<file path="src/rtl/pending_instr_tracker.sv">
// pending_instr_tracker
//
// Per-warp in-flight instruction tracker for the warp scheduler. It sits directly
// downstream of the commit stage's registered committed_warps pulse. It keeps one
// saturating counter per warp: issued instructions increment it and committed
// instructions decrement it. From those counters it derives busy and full status
// for issue throttling, and it services one single-warp drain request at a time.
// Drain requests are used by fences, barriers and wspawn/tmc.
//
// Ports
//   clk               clock
//   reset             synchronous, active-high
//   issue_fire        one instruction (eop) issued this cycle
//   issue_wid         warp of the issued instruction
//   committed_warps   bit w = one instruction of warp w committed this cycle
//   pending_warps     bit w = warp w has instructions in flight
//   full_warps        bit w = warp w counter at maximum (do not issue to it)
//   all_idle          no warp has instructions in flight
//   drain_valid       drain request; held stable until drain_ready
//   drain_wid         warp to drain
//   drain_ready       one-cycle pulse: drain accepted and complete
//   err_overflow      sticky: issue to a warp whose counter was already full
//   err_underflow     sticky: commit to a warp whose counter was already zero
//   perf_busy_cycles  (only with PENDING_INSTR_PERF_EN) free-running 64-bit count
//                     of cycles in which any warp had work in flight
//
// Build option
//   PENDING_INSTR_PERF_EN  when defined, adds the perf_busy_cycles port and counter.

module pending_instr_tracker #(
  parameter int NUM_WARPS = 4,
  parameter int CTR_W     = 4,
  parameter int NW_W      = $clog2(NUM_WARPS)
) (
  input  logic                 clk,
  input  logic                 reset,
  input  logic                 issue_fire,
  input  logic [NW_W-1:0]      issue_wid,
  input  logic [NUM_WARPS-1:0] committed_warps,
  output logic [NUM_WARPS-1:0] pending_warps,
  output logic [NUM_WARPS-1:0] full_warps,
  output logic                 all_idle,
  input  logic                 drain_valid,
  input  logic [NW_W-1:0]      drain_wid,
  output logic                 drain_ready,
  output logic                 err_overflow,
  output logic                 err_underflow
`ifdef PENDING_INSTR_PERF_EN
  ,
  output logic [63:0]          perf_busy_cycles
`endif
);

  localparam logic [CTR_W-1:0] CNT_MAX  = {CTR_W{1'b1}};
  localparam logic [CTR_W-1:0] CNT_ZERO = '0;

  // Saturating up/down step for one counter. The result is packed as
  // {overflow, underflow, next_count}. Simultaneous inc and dec cancel.
  function automatic logic [CTR_W+1:0] sat_step(
    input logic [CTR_W-1:0] cur,
    input logic             inc,
    input logic             dec
  );
    logic             ovf;
    logic             udf;
    logic [CTR_W-1:0] nxt;
    ovf = 1'b0;
    udf = 1'b0;
    nxt = cur;
    if (inc && !dec) begin
      if (cur == CNT_MAX) ovf = 1'b1;
      else                nxt = cur + CTR_W'(1);
    end else if (dec && !inc) begin
      if (cur == CNT_ZERO) udf = 1'b1;
      else                 nxt = cur - CTR_W'(1);
    end
    return {ovf, udf, nxt};
  endfunction

  logic [CTR_W-1:0]     count     [NUM_WARPS];
  logic [CTR_W-1:0]     count_nxt [NUM_WARPS];
  logic [NUM_WARPS-1:0] inc_vec;
  logic [NUM_WARPS-1:0] ovf_vec;
  logic [NUM_WARPS-1:0] udf_vec;

  // ---- stage p0: decode issue into a per-warp increment vector ----
  always_comb begin
    inc_vec = '0;
    for (int w = 0; w < NUM_WARPS; w++) begin
      inc_vec[w] = issue_fire && (issue_wid == NW_W'(w));
    end
  end

  always_comb begin
    ovf_vec = '0;
    udf_vec = '0;
    for (int w = 0; w < NUM_WARPS; w++) begin
      count_nxt[w] = count[w];
      {ovf_vec[w], udf_vec[w], count_nxt[w]} =
        sat_step(count[w], inc_vec[w], committed_warps[w]);
    end
  end

  // ---- stage p1: counter and sticky error registers ----
  always_ff @(posedge clk) begin
    if (reset) begin
      for (int w = 0; w < NUM_WARPS; w++) begin
        count[w] <= '0;
      end
      err_overflow  <= 1'b0;
      err_underflow <= 1'b0;
    end else begin
      for (int w = 0; w < NUM_WARPS; w++) begin
        count[w] <= count_nxt[w];
      end
      if (|ovf_vec) err_overflow  <= 1'b1;
      if (|udf_vec) err_underflow <= 1'b1;
    end
  end

  // Status comes from the registered counts only. A warp that becomes full
  // this cycle is flagged next cycle; the scheduler throttles from that.
  always_comb begin
    pending_warps = '0;
    full_warps    = '0;
    for (int w = 0; w < NUM_WARPS; w++) begin
      pending_warps[w] = (count[w] != CNT_ZERO);
      full_warps[w]    = (count[w] == CNT_MAX);
    end
  end

  assign all_idle = ~|pending_warps;

  // ---- drain FSM ----
  typedef enum logic [1:0] {
    DRAIN_IDLE = 2'd0,
    DRAIN_WAIT = 2'd1,
    DRAIN_DONE = 2'd2
  } drain_state_t;

  drain_state_t    drain_state;
  drain_state_t    drain_state_nxt;
  logic [NW_W-1:0] drain_wid_r;
  logic            drain_target_idle;

  assign drain_target_idle = (count[drain_wid_r] == CNT_ZERO);

  always_ff @(posedge clk) begin
    if (reset) drain_state <= DRAIN_IDLE;
    else       drain_state <= drain_state_nxt;
  end

  // The target warp is captured on acceptance. It is qualified by drain_state,
  // so it needs no reset.
  always_ff @(posedge clk) begin
    if (drain_state == DRAIN_IDLE && drain_valid) drain_wid_r <= drain_wid;
  end

  // Every request spends at least one cycle in WAIT, even when the warp is already
  // idle, so the earliest drain_ready is two cycles after the request. If the
  // requester drops drain_valid during WAIT, the FSM abandons the drain silently.
  always_comb begin
    drain_state_nxt = drain_state;
    drain_ready     = 1'b0;
    case (drain_state)
      DRAIN_IDLE: begin
        if (drain_valid) drain_state_nxt = DRAIN_WAIT;
      end
      DRAIN_WAIT: begin
        if (!drain_valid)           drain_state_nxt = DRAIN_IDLE;
        else if (drain_target_idle) drain_state_nxt = DRAIN_DONE;
      end
      DRAIN_DONE: begin
        drain_ready     = 1'b1;
        drain_state_nxt = DRAIN_IDLE;
      end
      default: drain_state_nxt = DRAIN_IDLE;
    endcase
  end

`ifdef PENDING_INSTR_PERF_EN
  // ---- perf: busy-cycle counter, wraps at 2^64 ----
  always_ff @(posedge clk) begin
    if (reset)          perf_busy_cycles <= '0;
    else if (!all_idle) perf_busy_cycles <= perf_busy_cycles + 64'd1;
  end
`endif

endmodule
</file>
<file path="config.mk">
export PLATFORM = sky130hd
export DESIGN_NAME = pending_instr_tracker
export DESIGN_NICKNAME = d
export VERILOG_FILES = /design/src/rtl/pending_instr_tracker.sv
export SDC_FILE = /design/constraint.sdc
export NUM_CORES = 1
export LEC_CHECK = 0
export CAP_MARGIN = 30
export CORE_MARGIN = 3
export CORE_UTILIZATION = 59
export CTS_CLUSTER_DIAMETER = 80
export DETAILED_ROUTE_END_ITERATION = 7
export PLACE_DENSITY = 0.85
export SKIP_LAST_GASP = 1
export SLEW_MARGIN = 25
export SYNTH_ARGS = -nofsm -noshare
export SYNTH_HDL_FRONTEND = slang
export SYNTH_SLANG_ARGS = --single-unit
</file>
<file path="constraint.sdc">
create_clock -name clk -period 4.1 [get_ports clk]
set_input_delay 0.615 -clock clk [delete_from_list [all_inputs] [get_ports clk]]
set_output_delay 0.615 -clock clk [all_outputs]
set_load 0.005 [all_outputs]
</file>
Word-level counts from Yosys, hierarchy flattened
Memory sizes are Yosys's and may differ from the RTL's. A register that Yosys moved wholly into a read port is not among the register bits.
Index checks and enable logic that the tools add are counted.
{"block": "totals", "register_bits": 6, "ramBits": 16, "mem_count": 1, "wordCells": 114, "out_inout_bits": 12, "in_bits": 12}
{"block": "classes", "bitwise_logic": 4, "add_sub_neg": 8, "reduce_logical": 37, "mux": 49, "eq_ne": 11}
{"name": "count", "words": 4, "word_bits": 4, "read_ports": 5, "rd_clocked_by_memory_dff": 1, "wr": 4, "line_no": "80", "source": "logic [CTR_W-1:0] count [NUM_WARPS];"}
{"op": "2-to-1 mux 4 bit", "count": 20}
{"op": "2-to-1 mux 1 bit", "count": 24}
{"op": "zero test 4 bit", "count": 5}
{"op": "adder 4 x 1 -> 4 bit, second input constant", "count": 4}
{"op": "equality test 4 bit, second input constant", "count": 4}
{"op": "nonzero test 4 bit", "count": 4}
{"op": "subtractor 4 x 1 -> 4 bit, second input constant", "count": 4}
{"op": "logical AND 1 bit", "count": 13}
{"op": "OR reduction 4 bit", "count": 3}
{"op": "zero test 1 bit", "count": 9}
{"op": "2-to-1 mux 2 bit", "count": 4}
{"op": "equality test 2 bit, second input constant", "count": 3}
{"op": "equality test 2 x 1 -> 1 bit, second input constant", "count": 2}
{"op": "zero test 2 bit", "count": 2}
{"op": "OR 1 bit", "count": 4}
{"op": "one-hot mux 2 bit (2 select lines)", "count": 1}
{"op": "inequality test 3 bit, second input constant", "count": 1}
{"op": "inequality test 2 bit, second input constant", "count": 1}
{"op": "AND reduction 2 bit", "count": 1}

Depth between registers and ports, before layout
Gate-level depths: netlist of run 1.
{"block": "logic_depth", "ltp_word": 7, "ltp_mapped": 9}

Least setup slack after synthesis of run 1
Ideal clock, no wire load.
{"block": "synth_timing", "path_kind": "input port to flip-flop", "startpoint": "input port issue_wid[0]", "endpoint": "memory count[0][3]", "stages": 8, "path_slack_ns": 1.576, "t_arrival_ns": 2.403, "path_buffers": 0, "required_ns": 3.979, "path_cell_list": "nor3b_1 ha_1 inv_1 ha_1 a211oi_1 a21oi_1 nor3b_1 mux2_2"}
{"element": "start, declared", "line_no": "38", "source": "input logic [NW_W-1:0] issue_wid,"}
{"element": "end, declared", "line_no": "80"}

==> results.sh, run 1 <==
export IMPL_outcome="complete, no violations"
export IMPL_clock_path_buffers=2
export IMPL_synth_cells=190
export IMPL_clk_latency_ns=0.31
export IMPL_slew_headroom=0.587
export IMPL_final_common_cell="nor2_1"
export IMPL_drc=0
export IMPL_layout_min_cycle_time_ns=2.96
export IMPL_synth_compound_area_frac=0.0635
export IMPL_cts_setup_buffers=0
export IMPL_synth_nets=222
export IMPL_yosys_cell_types_count=32
export IMPL_cpPeakStageDelay_ns=0.51
export IMPL_fin_skew_ns=0.00470
export IMPL_comb_power_share=0.597
export IMPL_yosys_warnings=0
export IMPL_fin_crit_sh=0.722
export IMPL_die_w_um=60.2
export IMPL_p_leak_uw=0.000806
export IMPL_instances_no_fill=243
export IMPL_synth_seq_area_share=0.289
export IMPL_r2r_slack_ns=2.12
export IMPL_routedWlPerCell_um=14.4
export IMPL_numPortBuffers=23
export IMPL_async_reset_ff_frac=0
export IMPL_design_core_area_um2=2780
export IMPL_multi_input_area_um2=1150
export IMPL_start_util=0.623
export IMPL_netlist_area_um2=1730
export IMPL_rsz0062_at_grt="false"
export IMPL_netSwitchingFraction=0.392
export IMPL_cts_tree="built"
export IMPL_nets=245
export IMPL_grt_total_usage=0.220
export IMPL_num_antenna_cells=0
export IMPL_drv_cap=0
export IMPL_ir_drop_mv=0.547
export IMPL_setup_ws_ns=1.14
export IMPL_cp_cell_sequence="clkdlybuf4s50_1 -> nor3b_1 -> ha_1 -> inv_1 -> ha_1 -> a211oi_1 -> a21oi_1 -> nor3b_1 -> mux2_2"
export IMPL_viasPerCell=5.76
export IMPL_synth_top_family_by_area="simple AND/OR/NAND/NOR gates"
export IMPL_internal_power_uw=749
export IMPL_critical_path_class="in -> reg"
export IMPL_first_global_vias=1413
export IMPL_hold_depth=1
export IMPL_clock_sinks=24
export IMPL_final_cell_mix="nor2_1, clkdlybuf4s50_1, dfxtp_1"
export IMPL_required_ns=4.32
export IMPL_end_kind="flop"
export IMPL_synth_xor_area_share=0.0606
export IMPL_cts_hold_buffers=0
export IMPL_area_growth_synth_to_final_pct=15.5
export IMPL_ys_ff_latch=24
export IMPL_p_clk_frac=0.086
export IMPL_layout_drive_gt1_share=0.0849
export IMPL_die_area_um2=3630
export IMPL_cts_max_level=1
export IMPL_gr_total_overflow=0
export IMPL_setup_viol=0
export IMPL_r2r_start="count[2][0]"
export IMPL_dp_slack_ns=0.813
export IMPL_slew_violations=0
export IMPL_fmax_mhz=338
export IMPL_io_pins=24
export IMPL_min_from="drain_wid_r[1]"
export IMPL_tightest_slew_ns=0.618
export IMPL_synthFlopType="dfxtp_1"
export IMPL_antenna_found_initial=0
export IMPL_vias=1400
export IMPL_ctsResizeCount=0
export IMPL_cts_buffers=3
export IMPL_tns_ns=0
export IMPL_worst_path_max_fanout=7
export IMPL_firstDrtPassIters=4
export IMPL_synth_area_per_cell_um2=9.13
export IMPL_placed_cells=239
export IMPL_clkTransAtPathRegs_ns=0.13
export IMPL_switchingPower_uw=482
export IMPL_worstPathArrival_ns=3.18
export IMPL_synthMuxAreaShare=0.0981
export IMPL_reg2reg_to="drain_state[1]"
export IMPL_synth_adder_area_share=0.144
export IMPL_hp_class="reg -> reg"
export IMPL_fill_cells=231
export IMPL_std_cell_rows=19
export IMPL_power_density_nw_per_um2=615
export IMPL_synth_simple_area_share=0.299
export IMPL_synth_edf_count=2
export IMPL_rr_worst_depth=4
export IMPL_start_kind="input pin"
export IMPL_wirelength_um=3510
export IMPL_power_frac_seq=0.318
export IMPL_clockRootBuffer="clkbuf_4"
export IMPL_grt_pass1_wl_um=6200
export IMPL_ant_nets=0
export IMPL_cp_slowest_cell="clkdlybuf4s50_1"
export IMPL_drt_iter0_drc=74
export IMPL_hold_violations=0
export IMPL_seq_area_um2=500
export IMPL_fp_dieH_um=60.2
export IMPL_grt_start_max_net_pins=25
export IMPL_hpwl_um=2890
export IMPL_gp_congestion=0.906
-- metrics by stage --
| step | instance area [um2] | hold WS [ns] | total power, uW | utilization |
|---|---|---|---|---|
| 4_1_cts | 2000 | 0.494 | 1240 | 0.720 |
| 5_1_grt | 2000 | 0.517 | 1350 | 0.720 |
| 3_3_place_gp | 1980 | 0.455 | 1080 | 0.711 |
| 3_5_place_dp | 1980 | 0.458 | 1130 | 0.711 |
| 6_report | 2000 | 0.492 | 1230 | 0.720 |
| 2_1_floorplan | 1730 | 0.449 | 938 | - |
-- layout make-up --
| class | instances | share of cell area |
|---|---|---|
| flip-flops and latches | 24 | 0.250 |
| well taps | 31 | 0.0194 |
| multi-input cells | 148 | 0.577 |
| inverters | 12 | 0.0225 |
| repair buffers | 24 | 0.119 |
| clock buffers | 3 | 0.0112 |
| clock inverters | 1 | 0.00187 |
-- critical path: cells and delay by family --
family	cells	cell delay, ns
AO/OA/AOI/OAI	2	0.31
multiplexers	1	0.36
adder cells (fa/ha/maj)	2	0.69
buffers and inverters	2	0.60
AND/OR/NAND/NOR	2	0.59
-- power groups by stage --
stage          combinational, uW  sequential (uW)  clock [uW]
6_report                     735              391         106
5_1_grt                      823              403         120
4_1_cts                      738              389         109
3_5_place_dp                 735              395           0
3_3_place_gp                 691              386           0
2_1_floorplan                567              371           0
-- registers in the layout (all words and copies together) (netlist names), named ones only --
signal,cells
drain_state,2
drain_wid_r,2
count,16
err_underflow,1
err_overflow,1
-- cells in the mapped netlist (all sizes together), types with 6 or more instances --
master / number / area, um2
a21oi: 10 / 50.1
dfxtp: 22 / 440
ha: 20 / 250
inv: 12 / 45.0
mux2: 6 / 67.6
mux2i: 8 / 80.1
nand2b: 9 / 63.8
nor2: 27 / 101
nor2b: 9 / 56.3
nor3: 6 / 50.1
nor3b: 10 / 75.1
xnor2: 12 / 105
-- cell families (layout without fill, tap and decap cells) --
family                   count (synthesis)  in the layout
adder cells (fa/ha/maj)                 20             20
AO/OA/AOI/OAI                           18             18
flip-flops                              24             24
XOR/XNOR                                12             12
buffers and inverters                   18             40
multiplexers                            15             15
AND/OR/NAND/NOR                         83             83
-- how the worst max path moves through the flow --
stage                 startpoint     endpoint  slack (ns)  depth (start not counted)
floorplan           issue_wid[0]  count[0][3]        1.58                          8
global placement      issue_fire  count[0][3]        0.94                          9
detailed placement    issue_fire  count[0][3]        0.81                          9
CTS                   issue_fire  count[0][3]        1.13                          9
global route          issue_fire  count[0][3]        0.96                          9
finish                issue_fire  count[0][3]        1.14                          9
-- metal layers --
metal	vias up	GRT usage	share of wire
met1	674	0.271	0.43
li1	699	-	-
met2	23	0.398	0.53
met4	0	0.0601	0.0097
met3	4	0.0281	0.032
met5	-	0	0
(Power assumes the default switching activity.)
==> run 2: changes to the inputs <==
CORE_UTILIZATION = 49   (was 59)
PLACE_DENSITY = 0.75   (was 0.85)
clock period = 2.4 ns   (was 4.1 ns; I/O delays follow)
==> run 2 against run 1 <==
Against the previous run: count of clock-buffer cells in the layout unchanged; die area up 18%; worst setup slack worse by 1.1 ns; sequential power up 68%; largest power group unchanged; global-route usage down 1.3 points; non-clock buffer count up 36; critical path depth unchanged; via count up 11%; final cell count up 20%; sequential cell count unchanged; register-to-register slack worse by 1.8 ns.
==> results.sh, run 2 (synthesis results as in run 1) <==
export IMPL_start_kind="input pin"
export IMPL_ir_drop_mv=0.637
export IMPL_grt_pass1_wl_um=7000
export IMPL_design_core_area_um2=3200
export IMPL_rr_worst_depth=5
export IMPL_outcome="complete, no violations"
export IMPL_tightest_slew_ns=0.610
export IMPL_fin_skew_ns=0.000722
export IMPL_final_common_cell="buf_4"
export IMPL_fin_crit_sh=0.971
export IMPL_crit_path_end="count[3][3]"
export IMPL_hpwl_um=3090
export IMPL_fp_dieH_um=65.5
export IMPL_std_cell_rows=20
export IMPL_wirelength_um=4060
export IMPL_clk_latency_ns=0.32
export IMPL_cts_max_level=1
export IMPL_fill_cells=261
export IMPL_die_area_um2=4290
export IMPL_instances_no_fill=292
export IMPL_cts_hold_buffers=0
export IMPL_cp_slowest_cell="clkdlybuf4s50_1"
export IMPL_viasPerCell=5.31
export IMPL_top_regs="count x16, drain_state x2, drain_wid_r x2"
export IMPL_first_global_vias=1590
export IMPL_required_ns=2.63
export IMPL_r2r_start="count[2][1]"
export IMPL_clock_sinks=24
export IMPL_drt_iter0_drc=56
export IMPL_start_util=0.541
export IMPL_drc=0
export IMPL_cpMostUsedCell="ha_1"
export IMPL_cts_tree="built"
export IMPL_grt_start_max_net_pins=15
export IMPL_dp_slack_ns=-0.359
export IMPL_layout_drive_gt1_share=0.254
export IMPL_io_pins=24
export IMPL_end_kind="flop"
export IMPL_cpPeakStageDelay_ns=0.54
export IMPL_fmax_mhz=429
export IMPL_clock_path_buffers=2
export IMPL_worst_path_max_fanout=4
export IMPL_hp_class="reg -> reg"
export IMPL_cts_setup_buffers=0
export IMPL_cts_buffers=3
export IMPL_drv_cap=0
export IMPL_placed_cells=288
export IMPL_setup_ws_ns=0.0696
export IMPL_power_density_nw_per_um2=1050
export IMPL_r2r_slack_ns=0.31
export IMPL_largest_reg_flops=16
export IMPL_area_growth_synth_to_final_pct=35.0
export IMPL_slew_headroom=0.593
export IMPL_cp_cell_sequence="clkdlybuf4s50_1 -> and3_1 -> ha_1 -> inv_1 -> ha_1 -> a211oi_1 -> a21oi_1 -> nor3b_2 -> mux2_2"
export IMPL_antenna_found_initial=0
export IMPL_clockRootBuffer="clkbuf_4"
export IMPL_nets=281
export IMPL_numPortBuffers=23
export IMPL_final_cell_mix="buf_4, nor2_1, dfxtp_1"
export IMPL_grt_total_usage=0.208
export IMPL_gr_total_overflow=0
export IMPL_slew_violations=0
export IMPL_reg2reg_to="drain_state[1]"
export IMPL_layout_min_cycle_time_ns=2.33
export IMPL_vias=1551
export IMPL_rsz0062_at_grt="true"
export IMPL_die_w_um=65.5
export IMPL_setup_viol=0
export IMPL_p_leak_uw=0.00102
export IMPL_regMostFlops="count"
export IMPL_worstPathArrival_ns=2.56
export IMPL_num_antenna_cells=0
export IMPL_critical_path_class="in -> reg"
export IMPL_hold_depth=1
export IMPL_routedWlPerCell_um=13.9
export IMPL_ant_nets=0
export IMPL_critPathLaunch="issue_wid[0]"
export IMPL_hold_violations=0
export IMPL_clkTransAtPathRegs_ns=0.13
export IMPL_firstDrtPassIters=4
export IMPL_gp_congestion=0.795
run 2: changes by cell type in the layout (fill, tap and decap cells not counted), moves of 2 or more:
cell             before  now
buf_4                 1   37
nor3b_1              10    6
nor3b_2               0    4
a211oi_1              4    2
a211oi_2              0    2
clkdlybuf4s50_1      23   21
run 2: metal layers:
| metal | track usage | vias to the layer above | share of wire |
|---|---|---|---|
| li1 | - | 769 | - |
| met1 | 0.245 | 728 | 0.44 |
| met2 | 0.384 | 47 | 0.50 |
| met3 | 0.0291 | 7 | 0.050 |
| met4 | 0.0622 | 0 | 0.013 |
| met5 | 0 | - | 0 |
run 2: metrics by stage:
| stage | instance area [um2] | total power (uW) | hold slack (ns) | setup TNS (ns) | utilization |
|---|---|---|---|---|---|
| 5_1_grt | 2340 | 2660 | 0.515 | -0.0980 | 0.731 |
| 3_5_place_dp | 2260 | 2170 | 0.465 | -1.24 | 0.707 |
| 4_1_cts | 2320 | 2440 | 0.496 | -0.0112 | 0.723 |
| 6_report | 2340 | 2470 | 0.490 | 0 | 0.731 |
| 2_1_floorplan | 1730 | 1600 | 0.438 | 0 | - |
| 3_3_place_gp | 2260 | 2100 | 0.464 | -0.784 | 0.707 |
run 2: what timing repair did:
| item | in CTS | in global routing |
|---|---|---|
| gates resized for setup | 6 | 6 |
| setup endpoints to repair | 4 | 4 |
| pin swaps | 1 | 0 |
run 2: power breakdown:
group          switching (uW)  internal, uW  leakage (uW)
registers                 131           528      0.000201
clock network             124          61.1     0.0000154
logic                     701           920      0.000800
run 2: how the worst min path moves through the flow:
stage / slack (ns) / to / start
finish: 0.49 / flop / drain_wid_r[0]
global route: 0.51 / flop / drain_wid_r[1]
global placement: 0.46 / flop / drain_wid_r[1]
floorplan: 0.44 / drain_state[0] / reset
detailed placement: 0.47 / flop / drain_wid_r[0]
CTS: 0.50 / flop / drain_wid_r[0]
run 2: worst max-delay path, delay by kind of cell:
family | cells | cell delay [ns]
buffers and inverters | 2 | 0.60
and+or+nand+nor | 2 | 0.43
adders and majority gates | 2 | 0.51
muxes | 1 | 0.35
AOI/OAI and AO/OA | 2 | 0.30
run 2: layout make-up:
type                    instances  area (um2)  area share
clock inverters                 1        3.75     0.00160
clock buffers                   3        22.5     0.00962
inverters                      12        45.0      0.0192
flip-flops and latches         24         500       0.214
multi-input cells             148        1200       0.515
well taps                      44        55.1      0.0235
repair buffers                 60         509       0.218
